<file path="src/rtl/imem_loader.sv">
// imem_loader
// Boot-time program loader. Receives a byte stream (16-bit little-endian
// word count N, then 4*N payload bytes, each word little-endian), writes the
// assembled 32-bit words to instruction memory at consecutive addresses from
// 0, and holds the core in reset until the whole program is in place.
//
// Ports:
//   clk, rst_n      system clock, synchronous active-low reset
//   load_start      one-cycle request to start a load (ignored while busy)
//   byte_valid/_data/_ready   upstream byte stream handshake
//   imem_we/_waddr/_wdata     instruction-memory write port
//   core_rst_n      active-low core reset, released only after a good load
//   busy, done, err status flags
//
// state  | meaning
// IDLE   | after reset, waiting for load_start
// HDR0   | waiting for word-count low byte
// HDR1   | waiting for word-count high byte
// DATA   | collecting the 4 bytes of the current word
// WRITE  | one-cycle imem write of the assembled word
// DONE   | load complete, core released
// ERR    | word count exceeds memory capacity, core held in reset
module imem_loader #(
    parameter int ADDR_W = 8
) (
    input  logic              clk,
    input  logic              rst_n,
    input  logic              load_start,
    input  logic              byte_valid,
    input  logic [7:0]        byte_data,
    output logic              byte_ready,
    output logic              imem_we,
    output logic [ADDR_W-1:0] imem_waddr,
    output logic [31:0]       imem_wdata,
    output logic              core_rst_n,
    output logic              busy,
    output logic              done,
    output logic              err
);

    typedef enum logic [2:0] {
        S_IDLE,
        S_HDR0,
        S_HDR1,
        S_DATA,
        S_WRITE,
        S_DONE,
        S_ERR
    } state_t;

    // Memory capacity in words, widened so it compares cleanly against N.
    localparam logic [16:0] CAP = 17'(1) << ADDR_W;

    state_t            state_q;
    logic [15:0]       n_q;
    logic [ADDR_W:0]   idx_q;      // one extra bit so a full-capacity load never wraps
    logic [1:0]        bcnt_q;
    logic [23:0]       asm_q;      // first three bytes of the word in flight
    logic              ready_q;
    logic              we_q;
    logic [ADDR_W-1:0] waddr_q;
    logic [31:0]       wdata_q;
    logic              core_rst_n_q;
    logic              busy_q;
    logic              done_q;
    logic              err_q;

    logic              xfer;
    logic [15:0]       n_d;
    logic [31:0]       word_d;
    logic [ADDR_W:0]   idx_d;

    assign xfer   = byte_valid & ready_q;
    assign n_d    = {byte_data, n_q[7:0]};
    assign word_d = {byte_data, asm_q};
    assign idx_d  = idx_q + {{ADDR_W{1'b0}}, 1'b1};

    always_ff @(posedge clk) begin
        if (!rst_n) begin
            state_q      <= S_IDLE;
            n_q          <= '0;
            idx_q        <= '0;
            bcnt_q       <= '0;
            asm_q        <= '0;
            ready_q      <= 1'b0;
            we_q         <= 1'b0;
            waddr_q      <= '0;
            wdata_q      <= '0;
            core_rst_n_q <= 1'b0;
            busy_q       <= 1'b0;
            done_q       <= 1'b0;
            err_q        <= 1'b0;
        end else begin
            // The write strobe is only ever a single-cycle pulse.
            we_q <= 1'b0;
            case (state_q)
                S_IDLE, S_DONE, S_ERR: begin
                    if (load_start) begin
                        state_q      <= S_HDR0;
                        ready_q      <= 1'b1;
                        busy_q       <= 1'b1;
                        done_q       <= 1'b0;
                        err_q        <= 1'b0;
                        core_rst_n_q <= 1'b0;
                    end
                end
                S_HDR0: begin
                    if (xfer) begin
                        n_q[7:0] <= byte_data;
                        state_q  <= S_HDR1;
                    end
                end
                S_HDR1: begin
                    if (xfer) begin
                        n_q    <= n_d;
                        idx_q  <= '0;
                        bcnt_q <= '0;
                        if (n_d == 16'd0) begin
                            state_q      <= S_DONE;
                            ready_q      <= 1'b0;
                            busy_q       <= 1'b0;
                            done_q       <= 1'b1;
                            core_rst_n_q <= 1'b1;
                        end else if ({1'b0, n_d} > CAP) begin
                            state_q <= S_ERR;
                            ready_q <= 1'b0;
                            busy_q  <= 1'b0;
                            err_q   <= 1'b1;
                        end else begin
                            state_q <= S_DATA;
                        end
                    end
                end
                S_DATA: begin
                    if (xfer) begin
                        asm_q  <= word_d[31:8];
                        bcnt_q <= bcnt_q + 2'd1;
                        if (bcnt_q == 2'd3) begin
                            // Stop accepting bytes so nothing arrives while the
                            // word is being written.
                            state_q <= S_WRITE;
                            ready_q <= 1'b0;
                            we_q    <= 1'b1;
                            waddr_q <= idx_q[ADDR_W-1:0];
                            wdata_q <= word_d;
                        end
                    end
                end
                S_WRITE: begin
                    idx_q <= idx_d;
                    if (17'(idx_d) == {1'b0, n_q}) begin
                        state_q      <= S_DONE;
                        busy_q       <= 1'b0;
                        done_q       <= 1'b1;
                        core_rst_n_q <= 1'b1;
                    end else begin
                        state_q <= S_DATA;
                        ready_q <= 1'b1;
                    end
                end
                default: begin
                    state_q <= S_IDLE;
                    ready_q <= 1'b0;
                    busy_q  <= 1'b0;
                end
            endcase
        end
    end

    assign byte_ready = ready_q;
    assign imem_we    = we_q;
    assign imem_waddr = waddr_q;
    assign imem_wdata = wdata_q;
    assign core_rst_n = core_rst_n_q;
    assign busy       = busy_q;
    assign done       = done_q;
    assign err        = err_q;

endmodule

</file>
<file path="config.mk">
export PLATFORM = sky130hd
export DESIGN_NAME = imem_loader
export DESIGN_NICKNAME = d
export VERILOG_FILES = /design/src/rtl/imem_loader.sv
export SDC_FILE = /design/constraint.sdc
export NUM_CORES = 1
export LEC_CHECK = 0
export CORE_MARGIN = 10
export CORE_UTILIZATION = 54
export CTS_BUF_LIST = sky130_fd_sc_hd__clkbuf_16
export DETAILED_ROUTE_END_ITERATION = 8
export PLACE_DENSITY = 0.82
export SLEW_MARGIN = 10
export SYNTH_ARGS = -nofsm -noshare
export SYNTH_HDL_FRONTEND = slang
export SYNTH_SLANG_ARGS = --single-unit
</file>
<file path="constraint.sdc">
create_clock -name clk -period 2.38 [get_ports clk]
set_input_delay 0.238 -clock clk [delete_from_list [all_inputs] [get_ports clk]]
set_output_delay 0.238 -clock clk [all_outputs]
set_load 0.1 [all_outputs]
</file>
==> reports/results.md <==
| Parameter | Reported |
| --- | --- |
| Post-route clock skew | 0.006651 ns |
| First-pass iteration count of the detailed router | 5 |
| Leading cell type in the layout, fill and taps excluded | sky130_fd_sc_hd__nand2_1 |
| Clock tree from TritonCTS | built |
| Worst setup EP type | register |
| Max Clk Rate | 0.4402 GHz |
| Via density | 5.494 |
| Buffers added on ports | 57 |
| Main flop type after synthesis | sky130_fd_sc_hd__dfxtp_1 |
| Critical path start-end classification | primary input to register |
| Filler-free cell count of the finished design | 688 |
| Leading post-synthesis cells by cell area | sky130_fd_sc_hd__dfxtp_1 (48%), sky130_fd_sc_hd__nand2_1 (15%), sky130_fd_sc_hd__a21oi_1 (11%) |
| Proportion of register bits with asynchronous set or reset after synthesis | 0% |
| Maximum clock path buffer count | 2 |
| Library cell used as clock root buffer | sky130_fd_sc_hd__clkbuf_16 |
| Tcrit/Tclk final | 95.45% |
| Clk sinks | 99 |
| Run status | finished clean |
| Tightest Pin Transition | 0.5030 ns |
| Minimum clock period | 2.272 ns |
| Register area share after synthesis | 48.48% |
| Number of endpoints with negative hold slack in the final report | 0 |
| Vias in the first global route | 3487 |
| Count of routing violations after the opening detailed-route iteration | 299 |
| Width of the chip | 107.0 µm |
| Number of antenna cells inserted | 0 |
| Placeable Area | 7292 µm² |
| Final instance area | 5019 µm² |
| Hold WC Path Type | register to register |
| Pin count of the biggest net entering global routing | 78 |
| Nets in the synthesized netlist | 539 |
| Final setup violation count | 0 |
| Worst setup slack after layout | 0.1084 ns |
| Area of the mapped netlist | 4088 µm² |
| Final count of pins violating max slew | 0 |
| Number of nets in the final layout | 598 |
| Die boundary height | 107.0 µm |
| Share of cells above drive strength 1 | 16.30% |
| Number of storage elements in the synthesis netlist | 99 |
| Finished Core Util | 68.82% |
| Cell taking the most area after synthesis | sky130_fd_sc_hd__dfxtp_1 |
| Max_slew headroom | 66.15% |
| Tot GR Track Use | 17.45% |
| Final RePlAce weighted congestion | 0.8574 |
| Count of distinct cell types in the synthesized netlist | 50 |
| Kind of start point of the critical path | primary input |
| Power per standard cell area | 825.6 nW/µm² |
| Post-synthesis instance total | 525 |
| Drt wl/cell | 14.63 µm |
| Commonest cells after routing, fill and taps aside | sky130_fd_sc_hd__nand2_1 (162), sky130_fd_sc_hd__dfxtp_1 (98), sky130_fd_sc_hd__a21oi_1 (86), sky130_fd_sc_hd__buf_4 (70), sky130_fd_sc_hd__nor2_1 (30) |
| Site Rows | 31 |
| Highest ir drop seen on vdd | 443.2 µV |
| DR vias | 3780 |
| Number of clock buffers inserted by TritonCTS | 9 |
| Filler instances | 602 |
| Post-detailed-route DRC marker count | 0 |
| Initial antenna violation count | 0 |
| Static leakage | 1.860 nW |
| Max-cap violations | 0 |
| H-tree depth reported by CTS | 3 |
| DPL Wire Length | 7168 µm |
| CTS clock-pin slew for the worst setup and hold paths | 0.07 ns |
| Number of enable flip-flop cells after synthesis | 0 |
| Crit path required time | 2.60 ns |
| Area of the die | 11450 µm² |
| Ys Warns | 0 |
| Mean instance size in the synthesized netlist | 7.786 µm² |
| Unrepaired setup endpoints after global routing | no |
| Worst slack at placement | -0.2356 ns |
| Synth-to-Final Area Change | 22.77% |
| Clock insertion delay at the later pin of the skew report | 0.34 ns |
| Total overflow reported by the global router | 0 |
| Post CTS Setup Buffer Count | 0 |
| Top cell type's share of synthesized area | 48.48% |
| Total cell area at the placement stage | 4718 µm² |
| Number of nets with antenna violations after routing | 0 |
| Final wirelength | 10060 µm |
| Starting utilization of the core area | 56.06% |
| Top-level port count | 58 |
| Placed cell count | 672 |
| Data arrival, critical path | 2.50 ns |
| Global-route wire length before repair | 16740 µm |
| Worst-path maximum fanout | 2 |
| Overall power consumption | 4.143 mW |
timing repair:
item / 4_1_cts / 5_1_grt
hold endpoints to repair: 0 / 0
resized for setup: 0 / 2
hold buffers: 0 / 0
setup endpoints to repair: 0 / 5
cell type report:
class	instances	area, µm²	share of cell area, %
Clock buffer	9	225.2	4.488
Clock inverter	7	60.06	1.197
Inverter	5	18.77	0.3740
Multi-Input combinational cell	387	1952	38.89
Sequential cell	99	1983	39.52
Tap cell	99	123.9	2.468
Timing Repair Buffer	82	655.6	13.06
where the power goes:
part	internal, mW	leakage (nW)	total [mW]	switching, mW
clock network	0.727	0.137	1.38	0.656
logic	0.305	0.924	0.928	0.623
registers	1.72	0.799	1.83	0.108
cell usage after synthesis, drive strengths merged (2+ instances only):
library cell / count
o31ai: 3
nand4: 2
or4: 3
ha: 2
nand2b: 5
xor2: 6
nand4b: 2
o31a: 2
nor3b: 2
nor4: 5
o21a: 2
dfxtp: 99
o21ai: 14
inv: 5
and2: 3
nor2b: 3
a21oi: 86
nor3: 9
buf: 5
nand2: 162
mux2i: 8
a211oi: 2
a21boi: 2
clkbuf: 29
nand3: 8
nor2: 32
a31oi: 5
xnor2: 4
routing by layer:
metal	global-route usage, %	share of wire (%)	up-vias
met1	22.72	45	1746
met4	6.286	2.0	0
met2	27.39	46	125
met5	0	0	-
met3	4.311	6.5	19
li1	-	-	1890
critical path, stage by stage:
cell	delay (ns)
sky130_fd_sc_hd__clkdlybuf4s50_1	0.41
sky130_fd_sc_hd__or4_1	0.54
sky130_fd_sc_hd__or4_1	0.50
sky130_fd_sc_hd__o31a_1	0.36
sky130_fd_sc_hd__nor2_2	0.12
sky130_fd_sc_hd__nor3_1	0.06
sky130_fd_sc_hd__a311o_1	0.28
sequential cells by signal, indices dropped and copies added, names as in the netlist, 2 cells and up:
signal	count
imem_wdata	32
asm_q	24
n_q	16
idx_q	9
imem_waddr	8
state_q	3
bcnt_q	2
kinds of logic (layout without fill, tap and decap cells):
kind of cell               count (synthesis)  after routing  share of synthesized area, %
xor gates and xnor gates                  10             10                         2.143
adders and majority gates                  3              3                        0.8570
DFF                                       99             99                         48.48
and+or+nand+nor                          240            240                         25.01
buffers and inverters                     39            103                         4.132
muxes                                      9              9                         2.235
AOI/OAI and AO/OA                        125            125                         17.14
worst paths after layout:
check	endpoint	slack [ns]	startpoint	cells after the start
setup / recovery	busy$_SDFFE_PN0P_	0.11	byte_data[4]	7
hold / removal	imem_wdata[17]$_SDFFE_PN0P_	0.46	imem_wdata[17]$_SDFFE_PN0P_	2
setup reg to reg	busy$_SDFFE_PN0P_	0.18	idx_q[1]$_SDFFE_PN0P_	7
hold reg to reg	imem_wdata[17]$_SDFFE_PN0P_	0.46	imem_wdata[17]$_SDFFE_PN0P_	2
stage by stage:
step | hold WS [ns] | TNS (ns)
finish | 0.4554 | 0
global placement | 0.4414 | -0.7705
global route | 0.4772 | 0
floorplan | 0.3740 | 0
CTS | 0.4574 | 0
detailed placement | 0.4469 | -0.9960
No activity file was read; power rests on OpenSTA's default activity.
